`src/rtl/mac_seq_ctrl.sv`:
```
// Job sequencer for a four-lane MAC datapath: takes a job command, loads the MAC
// config, streams operand beats, waits out the MAC latency and holds the result.
`ifndef MAC_ACC_WIDTH
`define MAC_ACC_WIDTH 32
`endif
`ifndef MAC_MIN_WIDTH
`define MAC_MIN_WIDTH 8
`endif
`ifndef MAC_CONF_WIDTH
`define MAC_CONF_WIDTH 8
`endif
`ifndef MAC_SINGLE
`define MAC_SINGLE 2'd0
`endif
`ifndef MAC_DUAL
`define MAC_DUAL 2'd1
`endif
`ifndef MAC_QUAD
`define MAC_QUAD 2'd2
`endif

module mac_seq_ctrl #(
    parameter int unsigned CNT_WIDTH  = 8,
    parameter int unsigned ACC_WIDTH  = `MAC_ACC_WIDTH,
    parameter int unsigned MIN_WIDTH  = `MAC_MIN_WIDTH,
    parameter int unsigned CONF_WIDTH = `MAC_CONF_WIDTH
) (
    input  logic                            clk,
    input  logic                            rst,
    input  logic                            cmd_valid,
    output logic                            cmd_ready,
    input  logic [1:0]                      cmd_mode,
    input  logic                            cmd_acc,
    input  logic [CNT_WIDTH-1:0]            cmd_len,
    input  logic [ACC_WIDTH-1:0]            cmd_init,
    input  logic                            op_valid,
    output logic                            op_ready,
    input  logic [4*MIN_WIDTH-1:0]          op_a,
    input  logic [MIN_WIDTH-1:0]            op_b,
    output logic                            res_valid,
    input  logic                            res_ready,
    output logic [ACC_WIDTH-1:0]            res_data,
    output logic                            busy,
    output logic                            mac_rst,
    output logic                            mac_en,
    output logic [ACC_WIDTH+CONF_WIDTH-1:0] mac_cfg,
    output logic [MIN_WIDTH-1:0]            mac_a0,
    output logic [MIN_WIDTH-1:0]            mac_a1,
    output logic [MIN_WIDTH-1:0]            mac_a2,
    output logic [MIN_WIDTH-1:0]            mac_a3,
    output logic [MIN_WIDTH-1:0]            mac_b0,
    input  logic [ACC_WIDTH-1:0]            mac_c
);

    localparam int unsigned CFG_WIDTH = ACC_WIDTH + CONF_WIDTH;

    typedef enum logic [2:0] {
        S_IDLE  = 3'd0,
        S_LOAD  = 3'd1,
        S_RUN   = 3'd2,
        S_DRAIN = 3'd3,
        S_DONE  = 3'd4
    } state_t;

    state_t                 state;
    logic [CNT_WIDTH-1:0]   len_q;
    logic [CNT_WIDTH-1:0]   cnt;
    logic                   beat_c;
    logic [CFG_WIDTH-1:0]   cfg_c;

    // op_ready is high exactly in RUN, so it doubles as the RUN-state qualifier
    assign beat_c = op_ready & op_valid;
    assign mac_en = beat_c;
    assign mac_a0 = op_ready ? op_a[0*MIN_WIDTH +: MIN_WIDTH] : '0;
    assign mac_a1 = op_ready ? op_a[1*MIN_WIDTH +: MIN_WIDTH] : '0;
    assign mac_a2 = op_ready ? op_a[2*MIN_WIDTH +: MIN_WIDTH] : '0;
    assign mac_a3 = op_ready ? op_a[3*MIN_WIDTH +: MIN_WIDTH] : '0;
    assign mac_b0 = op_ready ? op_b : '0;

    // Config word: init in the top field, acc flag at the top of the conf field, mode in the LSBs
    always_comb begin
        cfg_c                              = '0;
        cfg_c[CFG_WIDTH-1:CONF_WIDTH]      = cmd_init;
        cfg_c[CONF_WIDTH-1]                = cmd_acc;
        cfg_c[1:0]                         = cmd_mode;
    end

    always_ff @(posedge clk) begin
        if (rst) begin
            state     <= S_IDLE;
            cmd_ready <= 1'b1;
            op_ready  <= 1'b0;
            res_valid <= 1'b0;
            res_data  <= '0;
            busy      <= 1'b0;
            mac_rst   <= 1'b1;
            mac_cfg   <= '0;
            cnt       <= '0;
            len_q     <= '0;
        end else begin
            case (state)
                S_IDLE: begin
                    mac_rst <= 1'b0;
                    if (cmd_valid) begin
                        state     <= S_LOAD;
                        cmd_ready <= 1'b0;
                        busy      <= 1'b1;
                        mac_rst   <= 1'b1;
                        mac_cfg   <= cfg_c;
                        len_q     <= cmd_acc ? cmd_len : CNT_WIDTH'(1);
                    end
                end
                S_LOAD: begin
                    mac_rst <= 1'b0;
                    cnt     <= len_q;
                    if (len_q == '0) begin
                        state <= S_DRAIN;
                    end else begin
                        state    <= S_RUN;
                        op_ready <= 1'b1;
                    end
                end
                S_RUN: begin
                    if (beat_c && (cnt != '0)) begin
                        cnt <= cnt - CNT_WIDTH'(1);
                        if (cnt == CNT_WIDTH'(1)) begin
                            state    <= S_DRAIN;
                            op_ready <= 1'b0;
                        end
                    end
                end
                S_DRAIN: begin
                    res_data  <= mac_c;
                    res_valid <= 1'b1;
                    state     <= S_DONE;
                end
                S_DONE: begin
                    if (res_ready) begin
                        state     <= S_IDLE;
                        res_valid <= 1'b0;
                        busy      <= 1'b0;
                        cmd_ready <= 1'b1;
                    end
                end
                default: begin
                    state     <= S_IDLE;
                    cmd_ready <= 1'b1;
                    op_ready  <= 1'b0;
                    res_valid <= 1'b0;
                    busy      <= 1'b0;
                end
            endcase
        end
    end

endmodule

```
`config.mk`:
```
export PLATFORM = sky130hd
export DESIGN_NAME = mac_seq_ctrl
export DESIGN_NICKNAME = d
export VERILOG_FILES = /design/src/rtl/mac_seq_ctrl.sv
export SDC_FILE = /design/constraint.sdc
export NUM_CORES = 1
export LEC_CHECK = 0
export CAP_MARGIN = 0
export CORE_MARGIN = 3
export CORE_UTILIZATION = 35
export CTS_BUF_LIST = sky130_fd_sc_hd__clkbuf_8 sky130_fd_sc_hd__clkbuf_16
export DETAILED_ROUTE_END_ITERATION = 6
export GPL_TIMING_DRIVEN = 0
export PLACE_DENSITY = 0.76
export SYNTH_ARGS = -nofsm -noshare
export SYNTH_HDL_FRONTEND = slang
export SYNTH_SLANG_ARGS = --single-unit
```
`constraint.sdc`:
```
create_clock -name clk -period 4.3 [get_ports clk]
set_clock_uncertainty 0.1 [all_clocks]
set_input_delay 0.86 -clock clk [delete_from_list [all_inputs] [get_ports clk]]
set_output_delay 0.86 -clock clk [all_outputs]
set_load 0.1 [all_outputs]
```
==> impl_metrics.toml, run 1 <==
[status]
status = "completed"

[floorplanning]
row_count = 37
core_um2 = 10560
die-width_um = 111.4
ios = 238
die_h_um = 111.4
die_area_um2 = 12410
initial_core_util_pct = 36.84

[finish]
final_nets = 864
drive_above_1_share_pct = 6.702
antenna_cells = 0
final_cell_mix = "clkdlybuf4s50_1 (230), nand2_1 (143), a21oi_1 (91), dfxtp_1 (91), and2_1 (43)"
layout_commonest_cell = "clkdlybuf4s50_1"
area_growth_pct = 69.79
fin_cells = 882

[synth]
ys_warn_count = 0
synth_area_um2 = 3889
synth_cell_types = 40
syn_avg_cell_area_um2 = 7.840
synth-seq-cells = 91
yosysSeqAreaShare_pct = 46.85
syn_inst = 496

[clocking]
cts_root_buf = "clkbuf_8"
clk_latency_ns = 0.36
post_cts_buffers = 0
cts_tree = "built"
h-tree-depth = 3
cts_resized = 0
cts.sinks = 91
cts_buffers = 9
cts_buffer_depth = 2
clk_pin_slew_worst_paths_ns = 0.08
holdBufCountCts = 0

[worst_setup_path]
end_kind = "output pin"
arrival_ns = 2.64
ff2ff_path_depth = 6
critPathRequiredTime_ns = 3.34
critPathKind = "in -> out"
cp-start-kind = "primary input"
reg2reg_setup_slack_ns = 2.52
cp_max_fo = 3

[hold_path]
hold_path_class = "reg -> reg"
whs_path_depth = 2

[global_routing]
grt_usage_pct = 20.51
grt_overflow_total = 0
antenna_found_initial = 0
grt_pass1_wl_um = 20820
grt_max_degree = 15
grt_pass1_vias = 4138

[routing]
wirelength_um = 13130
drtPass1Iterations = 5
drc = 0
drt_iter0_drc = 217
wire_per_inst_um = 14.89
viasPerCell = 4.888
vias = 4311
final_antenna_net_count = 0

[sta]
timing.fmax_ghz = 0.2774
max_slew_margin_pct = 31.56
slew_viol_final = 0
finalHoldViolations = 0
fin_crit_sh_pct = 83.83
grt_setup_unrepaired = "false"
layout_min_cycle_time_ns = 3.605
setup_viol = 0
fin_setup_tns_ns = 0
tightest_slew_ns = 1.023

[power_and_ir_drop]
p_total_w = 0.002902
leakagePower_nw = 2.394
p_per_area_nw_per_um2 = 439.5
ir_drop_uv = 275.0

[placement]
place_inst = 866
hpwl_um = 10480
port_buffers = 230
gp_congestion = 0.8724

[job]
max-cap-violations = 0
critical path: stages:
cell             delay (ns)
clkdlybuf4s50_1        0.52
and2_1                 0.14
clkdlybuf4s50_1        1.13
sequential cells by signal (all words and copies together), names as in the netlist:
| signal | flops |
|---|---|
| cnt | 8 |
| op_ready | 1 |
| res_valid | 1 |
| cmd_ready | 1 |
| res_data | 32 |
| len_q | 8 |
| busy | 1 |
| mac_cfg | 35 |
| state | 3 |
| mac_rst | 1 |
per-layer routing:
metal	routed length (um)	up-vias	track usage [%]
li1	-	2120	-
met1	4968	1955	21.81
met2	6620	212	37.60
met3	1244	24	6.957
met4	298	0	7.380
met5	0	-	0
cell families after synthesis:
family                   after synthesis  share of synthesized area (%)
AND/OR/NAND/NOR                      236                          28.76
multiplexers                           1                         0.2574
AO/OA/AOI/OAI                        114                          16.35
buffers and inverters                 50                          6.724
flip-flops                            91                          46.85
adder cells (fa/ha/maj)                3                         0.9654
other                                  1                        0.09643
metrics by stage:
step	util (%)	setup slack, ns	area (um^2)	hold slack [ns]
floorplan	-	1.161	3904	0.3442
global placement	60.41	0.6950	6376	0.3417
detailed placement	60.41	0.6877	6376	0.3456
CTS	62.55	0.6877	6603	0.3575
global route	62.55	0.6490	6603	0.3782
finish	62.55	0.6952	6603	0.3575
cells in the mapped netlist (all sizes together):
cell	n	area, um^2
a21o	1	7.510
and4b	1	10.01
nor2	10	37.54
o311ai	6	52.55
mux2i	1	10.01
and2	43	269.0
o211ai	1	7.510
nor4	3	18.77
or2b	1	7.510
buf	27	175.2
nor2b	2	12.51
nor3	4	30.03
nand4	1	6.260
nor3b	3	33.78
o31ai	7	62.56
clkbuf	15	56.30
or3	2	12.51
and3	3	18.77
a22oi	1	7.510
conb	1	3.750
inv	8	30.03
nand2	143	536.8
or2	1	6.260
nand4b	1	8.760
a221oi	1	8.760
a311oi	1	8.760
dfxtp	91	1822
ha	3	37.54
o21ai	5	25.02
a21oi	91	455.4
and4	2	20.02
or3b	1	11.26
nand2b	3	18.77
nand3	12	60.06
worst paths after layout:
check / from / to
worst max register to register: cnt[0]$_SDFFE_PP0P_ / cnt[4]$_SDFFE_PP0P_
worst max-delay path: op_valid / mac_en
worst min register to register: res_data[16]$_SDFFE_PP0P_ / res_data[16]$_SDFFE_PP0P_
worst min-delay path: res_data[16]$_SDFFE_PP0P_ / res_data[16]$_SDFFE_PP0P_
layout make-up:
class	instances	area (um^2)
Buffer	42	231.5
Clock buffer	11	151.4
Clock inverter	5	75.07
Fill cell	935	3953
Inverter	8	30.03
Multi-Input combinational cell	359	1821
Sequential cell	91	1822
Tap cell	136	170.2
Timing Repair Buffer	230	2302
power breakdown:
part           internal [W]  switching (W)  total (W)
sequential         0.000899      0.0000334   0.000932
clock              0.000356       0.000296   0.000653
combinational      0.000366       0.000951    0.00132
total               0.00162        0.00128    0.00290
No activity file was read; power rests on OpenSTA's default activity.
==> run 2: changes to the inputs <==
--- a/config.mk
+++ b/config.mk
@@ -7,11 +7,11 @@
 export LEC_CHECK = 0
 export CAP_MARGIN = 0
 export CORE_MARGIN = 3
-export CORE_UTILIZATION = 35
+export CORE_UTILIZATION = 34
 export CTS_BUF_LIST = sky130_fd_sc_hd__clkbuf_8 sky130_fd_sc_hd__clkbuf_16
 export DETAILED_ROUTE_END_ITERATION = 6
 export GPL_TIMING_DRIVEN = 0
-export PLACE_DENSITY = 0.76
+export PLACE_DENSITY = 0.78
 export SYNTH_ARGS = -nofsm -noshare
 export SYNTH_HDL_FRONTEND = slang
 export SYNTH_SLANG_ARGS = --single-unit
==> constraint.sdc (replaced) <==
create_clock -name clk -period 3.1 [get_ports clk]
set_clock_uncertainty 0.1 [all_clocks]
set_input_delay 0.62 -clock clk [delete_from_list [all_inputs] [get_ports clk]]
set_output_delay 0.62 -clock clk [all_outputs]
set_load 0.1 [all_outputs]
==> impl_metrics.toml, run 2 (synthesis results as in run 1) <==
[global_routing]
antenna_found_initial = 0
grt_overflow_total = 0
grt_pass1_wl_um = 21360
grt_max_degree = 17
grt_usage_pct = 20.59
grt_pass1_vias = 4361

[finish]
fill_cells = 991
fin_cells = 886
layout_commonest_cell = "clkdlybuf4s50_1"
final_nets = 864
drive_above_1_share_pct = 6.702
antenna_cells = 0
reg_top3 = "mac_cfg x35, res_data x32"
largest-register = "mac_cfg"
largest_reg_flops = 35
area_growth_pct = 70.17
utilization_pct = 59.99
final_cell_mix = "clkdlybuf4s50_1 (190), nand2_1 (143), a21oi_1 (91), dfxtp_1 (91), and2_1 (43)"

[placement]
dp_slack_ns = -0.03693
hpwl_um = 10680
port_buffers = 230
place_inst = 870
gp_congestion = 0.8494

[power_and_ir_drop]
ir_drop_uv = 368.5
pwr-share-comb_pct = 43.3
seqPwrFrac_pct = 31.4
power.share.clock_pct = 25.3
p_per_area_nw_per_um2 = 623.2
leakagePower_nw = 2.587
p_switching_w = 0.001842
p_sw_share_pct = 44.66
intPower_w = 0.002282

[worst_setup_path]
slowest_delay_ns = 1.13
path_cells = "clkdlybuf4s50_1 > and2_1 > clkdlybuf4s50_1"
cp_top_family = "buffers and inverters"
cp_max_fo = 1
crit_buf_inv = 2
critPathKind = "in -> out"
critPathRequiredTime_ns = 2.38
cp_slowest_cell = "clkdlybuf4s50_1"
arrival_ns = 2.31
end_kind = "output pin"
cp-start-kind = "primary input"
cp_common_cell = "clkdlybuf4s50_1"

[routing]
drtPass1Iterations = 5
viasPerCell = 4.940
drt_iter0_drc = 235
wirelength_um = 13510
final_antenna_net_count = 0
vias = 4377
drc = 0
wire_per_inst_um = 15.24

[floorplanning]
die-width_um = 112.9
row_count = 38
die_area_um2 = 12760
core_um2 = 11030
die_h_um = 112.9
ios = 238
initial_core_util_pct = 35.25

[clocking]
holdBufCountCts = 0
cts_buffers = 9
h-tree-depth = 3
cts_buffer_depth = 2
cts_root_buf = "clkbuf_16"
cts_resized = 40
cts.sinks = 91
post_cts_buffers = 0
clk_pin_slew_worst_paths_ns = 0.06
cts_tree = "built"
clk_latency_ns = 0.33

[sta]
fin_ws_ns = 0.06952
tightest_slew_ns = 1.018
max_slew_margin_pct = 31.90
setup_viol = 0
timing.fmax_ghz = 0.3300
grt_setup_unrepaired = "false"
finalHoldViolations = 0
layout_min_cycle_time_ns = 3.030
slew_viol_final = 0
fin_crit_sh_pct = 97.76

[hold_path]
hold_path_class = "reg -> reg"

[job]
max-cap-violations = 0

[status]
status = "completed"
[run 2: path summary, 6_finish.rpt]
path,startpoint,endpoint,slack [ns],cells past startpoint
worst min register to register,res_data[1]$_SDFFE_PP0P_,res_data[1]$_SDFFE_PP0P_,0.35,2
worst max register to register,cnt[0]$_SDFFE_PP0P_,cnt[4]$_SDFFE_PP0P_,1.29,6
worst min-delay path,res_data[1]$_SDFFE_PP0P_,res_data[1]$_SDFFE_PP0P_,0.35,2
worst max-delay path,op_b[7],mac_b0[7],0.07,3
[run 2: power groups by stage]
stage | clock, W | combinational, W | sequential (W)
2_1_floorplan | 0 | 0.000875 | 0.00177
3_3_place_gp | 0 | 0.00181 | 0.00132
3_5_place_dp | 0 | 0.00184 | 0.00132
4_1_cts | 0.00106 | 0.00179 | 0.00130
5_1_grt | 0.00110 | 0.00187 | 0.00130
6_report | 0.00104 | 0.00179 | 0.00130
[run 2: cell type report]
| type | instances | area (um^2) | share of cell area [%] |
|---|---|---|---|
| flip-flops and latches | 91 | 1822 | 27.53 |
| multi-input cells | 359 | 1821 | 27.51 |
| inverters | 8 | 30.03 | 0.4538 |
| repair buffers | 230 | 2252 | 34.03 |
| well taps | 140 | 175.2 | 2.647 |
| clock buffers | 10 | 239.0 | 3.611 |
| clock inverters | 6 | 47.55 | 0.7185 |
| plain buffers | 42 | 231.5 | 3.498 |
[run 2: layer usage]
metal	vias to the layer above	share of wire (%)	GRT usage (%)
met1	2003	37	22.21
met5	-	0	0
met2	223	51	38.03
met3	26	9.2	5.882
li1	2125	-	-
met4	0	2.2	7.532
[run 2: worst min-delay path, stage by stage (launching register included)]
cell,delay [ns]
dfxtp_1,0.31
nand2_1,0.05
a21oi_1,0.05
[run 2: stage by stage]
stage	power (W)	cell area [um^2]	setup TNS [ns]	hold slack (ns)
global placement	0.003130	6381	-0.03253	0.3417
global route	0.004282	6618	0	0.3806
floorplan	0.002645	3904	0	0.3442
finish	0.004124	6618	0	0.3515
CTS	0.004147	6618	0	0.3547
detailed placement	0.003157	6381	-0.03973	0.3455
==> run 3: changes to the inputs <==
--- a/config.mk
+++ b/config.mk
@@ -6,12 +6,14 @@
 export NUM_CORES = 1
 export LEC_CHECK = 0
 export CAP_MARGIN = 0
+export CORE_ASPECT_RATIO = 0.9
 export CORE_MARGIN = 3
 export CORE_UTILIZATION = 34
 export CTS_BUF_LIST = sky130_fd_sc_hd__clkbuf_8 sky130_fd_sc_hd__clkbuf_16
 export DETAILED_ROUTE_END_ITERATION = 6
 export GPL_TIMING_DRIVEN = 0
 export PLACE_DENSITY = 0.78
+export SETUP_SLACK_MARGIN = 0.5
 export SYNTH_ARGS = -nofsm -noshare
 export SYNTH_HDL_FRONTEND = slang
 export SYNTH_SLANG_ARGS = --single-unit
==> impl_metrics.toml, run 3 (synthesis results as in run 1) <==
[worst_setup_path]
end_kind = "output pin"
cp_max_fo = 2
cp_top_family = "buffers and inverters"
ff2ff_path_depth = 6
cp_slowest_cell = "clkdlybuf4s50_1"
path_cells = "clkdlybuf4s50_1"
cp.depth = 1
cp-start-kind = "register"
crit_buf_inv = 1
slowest_delay_ns = 1.16
arrival_ns = 1.83
critPathKind = "reg -> out"
critPathRequiredTime_ns = 2.38

[finish]
largest_reg_flops = 35
layout_commonest_cell = "clkdlybuf4s50_1"
drive_above_1_share_pct = 17.83
fin_cells = 900
utilization_pct = 59.65
area_growth_pct = 68.60
reg_top3 = "mac_cfg x35, res_data x32"
final_cell_mix = "clkdlybuf4s50_1 (187), nand2_1 (143), a21oi_1 (91)"
largest-register = "mac_cfg"
final_nets = 864

[global_routing]
grt_overflow_total = 0
grt_util_met3_pct = 7.094
antenna_found_initial = 2
grt_pass1_wl_um = 21490
grt_max_degree = 17
gr-usage-met1_pct = 20.94
grt_usage_pct = 20.87
grt_pass1_vias = 4345
use_met2_pct = 39.63
grt_busiest_layer = "met2"

[routing]
drt_iter0_drc = 208
final_antenna_net_count = 0
vias = 4365
viasPerCell = 4.850
wire_per_inst_um = 15.40
wirelength_um = 13860
drc = 0
drtPass1Iterations = 4

[placement]
dp_slack_ns = -0.1060
gp_congestion = 0.9337
port_buffers = 230
hpwl_um = 11100
place_inst = 882

[clocking]
clk_pin_slew_worst_paths_ns = 0.07
cts_tree = "built"
post_cts_buffers = 0
h-tree-depth = 3
holdBufCountCts = 0
cts_resized = 127
cts_buffers = 9
cts_root_buf = "clkbuf_16"
cts_buffer_depth = 2
cts.sinks = 91
clk_latency_ns = 0.33

[floorplanning]
row_count = 36
die_area_um2 = 12760
ios = 238
core_um2 = 10990
initial_core_util_pct = 35.38
die-width_um = 118.7
die_h_um = 107.5

[sta]
layout_min_cycle_time_ns = 2.554
timing.fmax_ghz = 0.3915
finalHoldViolations = 0
fin_setup_tns_ns = 0
grt_setup_unrepaired = "false"
setup_viol = 0
fin_crit_sh_pct = 82.40
whs_ns = 0.3557
fin_ws_ns = 0.5457
slew_viol_final = 0
max_slew_margin_pct = 31.56
tightest_slew_ns = 1.023

[power_and_ir_drop]
p_sw_share_pct = 44.66
p_switching_w = 0.001844
pwr-share-comb_pct = 43.4
leakagePower_nw = 2.553
seqPwrFrac_pct = 31.3
intPower_w = 0.002285
power.share.clock_pct = 25.2
ir_drop_uv = 411.2
p_per_area_nw_per_um2 = 629.8

[hold_path]
whs_path_depth = 2
hold_path_class = "reg -> reg"

[job]
max-cap-violations = 0

[status]
status = "completed"
run 3: cell types whose count changed in the layout (fill, tap and decap cells not counted), sizes merged:
cell,delta
clkdlybuf4s15,+1
clkinv,-1
clkdlybuf4s50,-3
dlymetal6s2s,+2
buf,+38
inv,+1
clkdlybuf4s18,+2
diode,+2
dlygate4sd2,-40
run 3: through the flow:
step           area, um^2  power [W]
6_report             6556   0.004129
5_1_grt              6556   0.004290
4_1_cts              6778   0.004191
3_5_place_dp         6449   0.003173
3_3_place_gp         6449   0.003150
2_1_floorplan        3956   0.002664
run 3: power by group through the flow:
stage	clock network, W	logic [W]	registers [W]
6_report	0.00104	0.00179	0.00129
5_1_grt	0.00111	0.00188	0.00130
4_1_cts	0.00106	0.00184	0.00129
3_5_place_dp	0	0.00185	0.00132
3_3_place_gp	0	0.00183	0.00132
2_1_floorplan	0	0.000893	0.00177
run 3: cell type report:
cell class	instances	area (um^2)
Tap cell	152	190.2
Sequential cell	91	1823
Clock buffer	10	239.0
Fill cell	1041	4434
Antenna cell	2	5.005
Timing Repair Buffer	230	2118
Multi-Input combinational cell	359	1872
Clock inverter	6	47.55
Buffer	42	231.5
Inverter	8	30.03
run 3: layer usage:
layer  part of all wire [%]  routed length, um
met5                      0                  0
met4                    2.8                393
met3                    8.6               1197
met2                     51               7138
met1                     37               5135
run 3: worst paths after layout:
| path | from | to | slack (ns) |
|---|---|---|---|
| worst max-delay path | res_data[29]$_SDFFE_PP0P_ | res_data[29] | 0.55 |
| worst min-delay path | mac_cfg[20]$_SDFFE_PP0P_ | mac_cfg[20]$_SDFFE_PP0P_ | 0.36 |
| worst max register to register | cnt[0]$_SDFFE_PP0P_ | cnt[6]$_SDFFE_PP0P_ | 1.28 |
| worst min register to register | mac_cfg[20]$_SDFFE_PP0P_ | mac_cfg[20]$_SDFFE_PP0P_ | 0.36 |
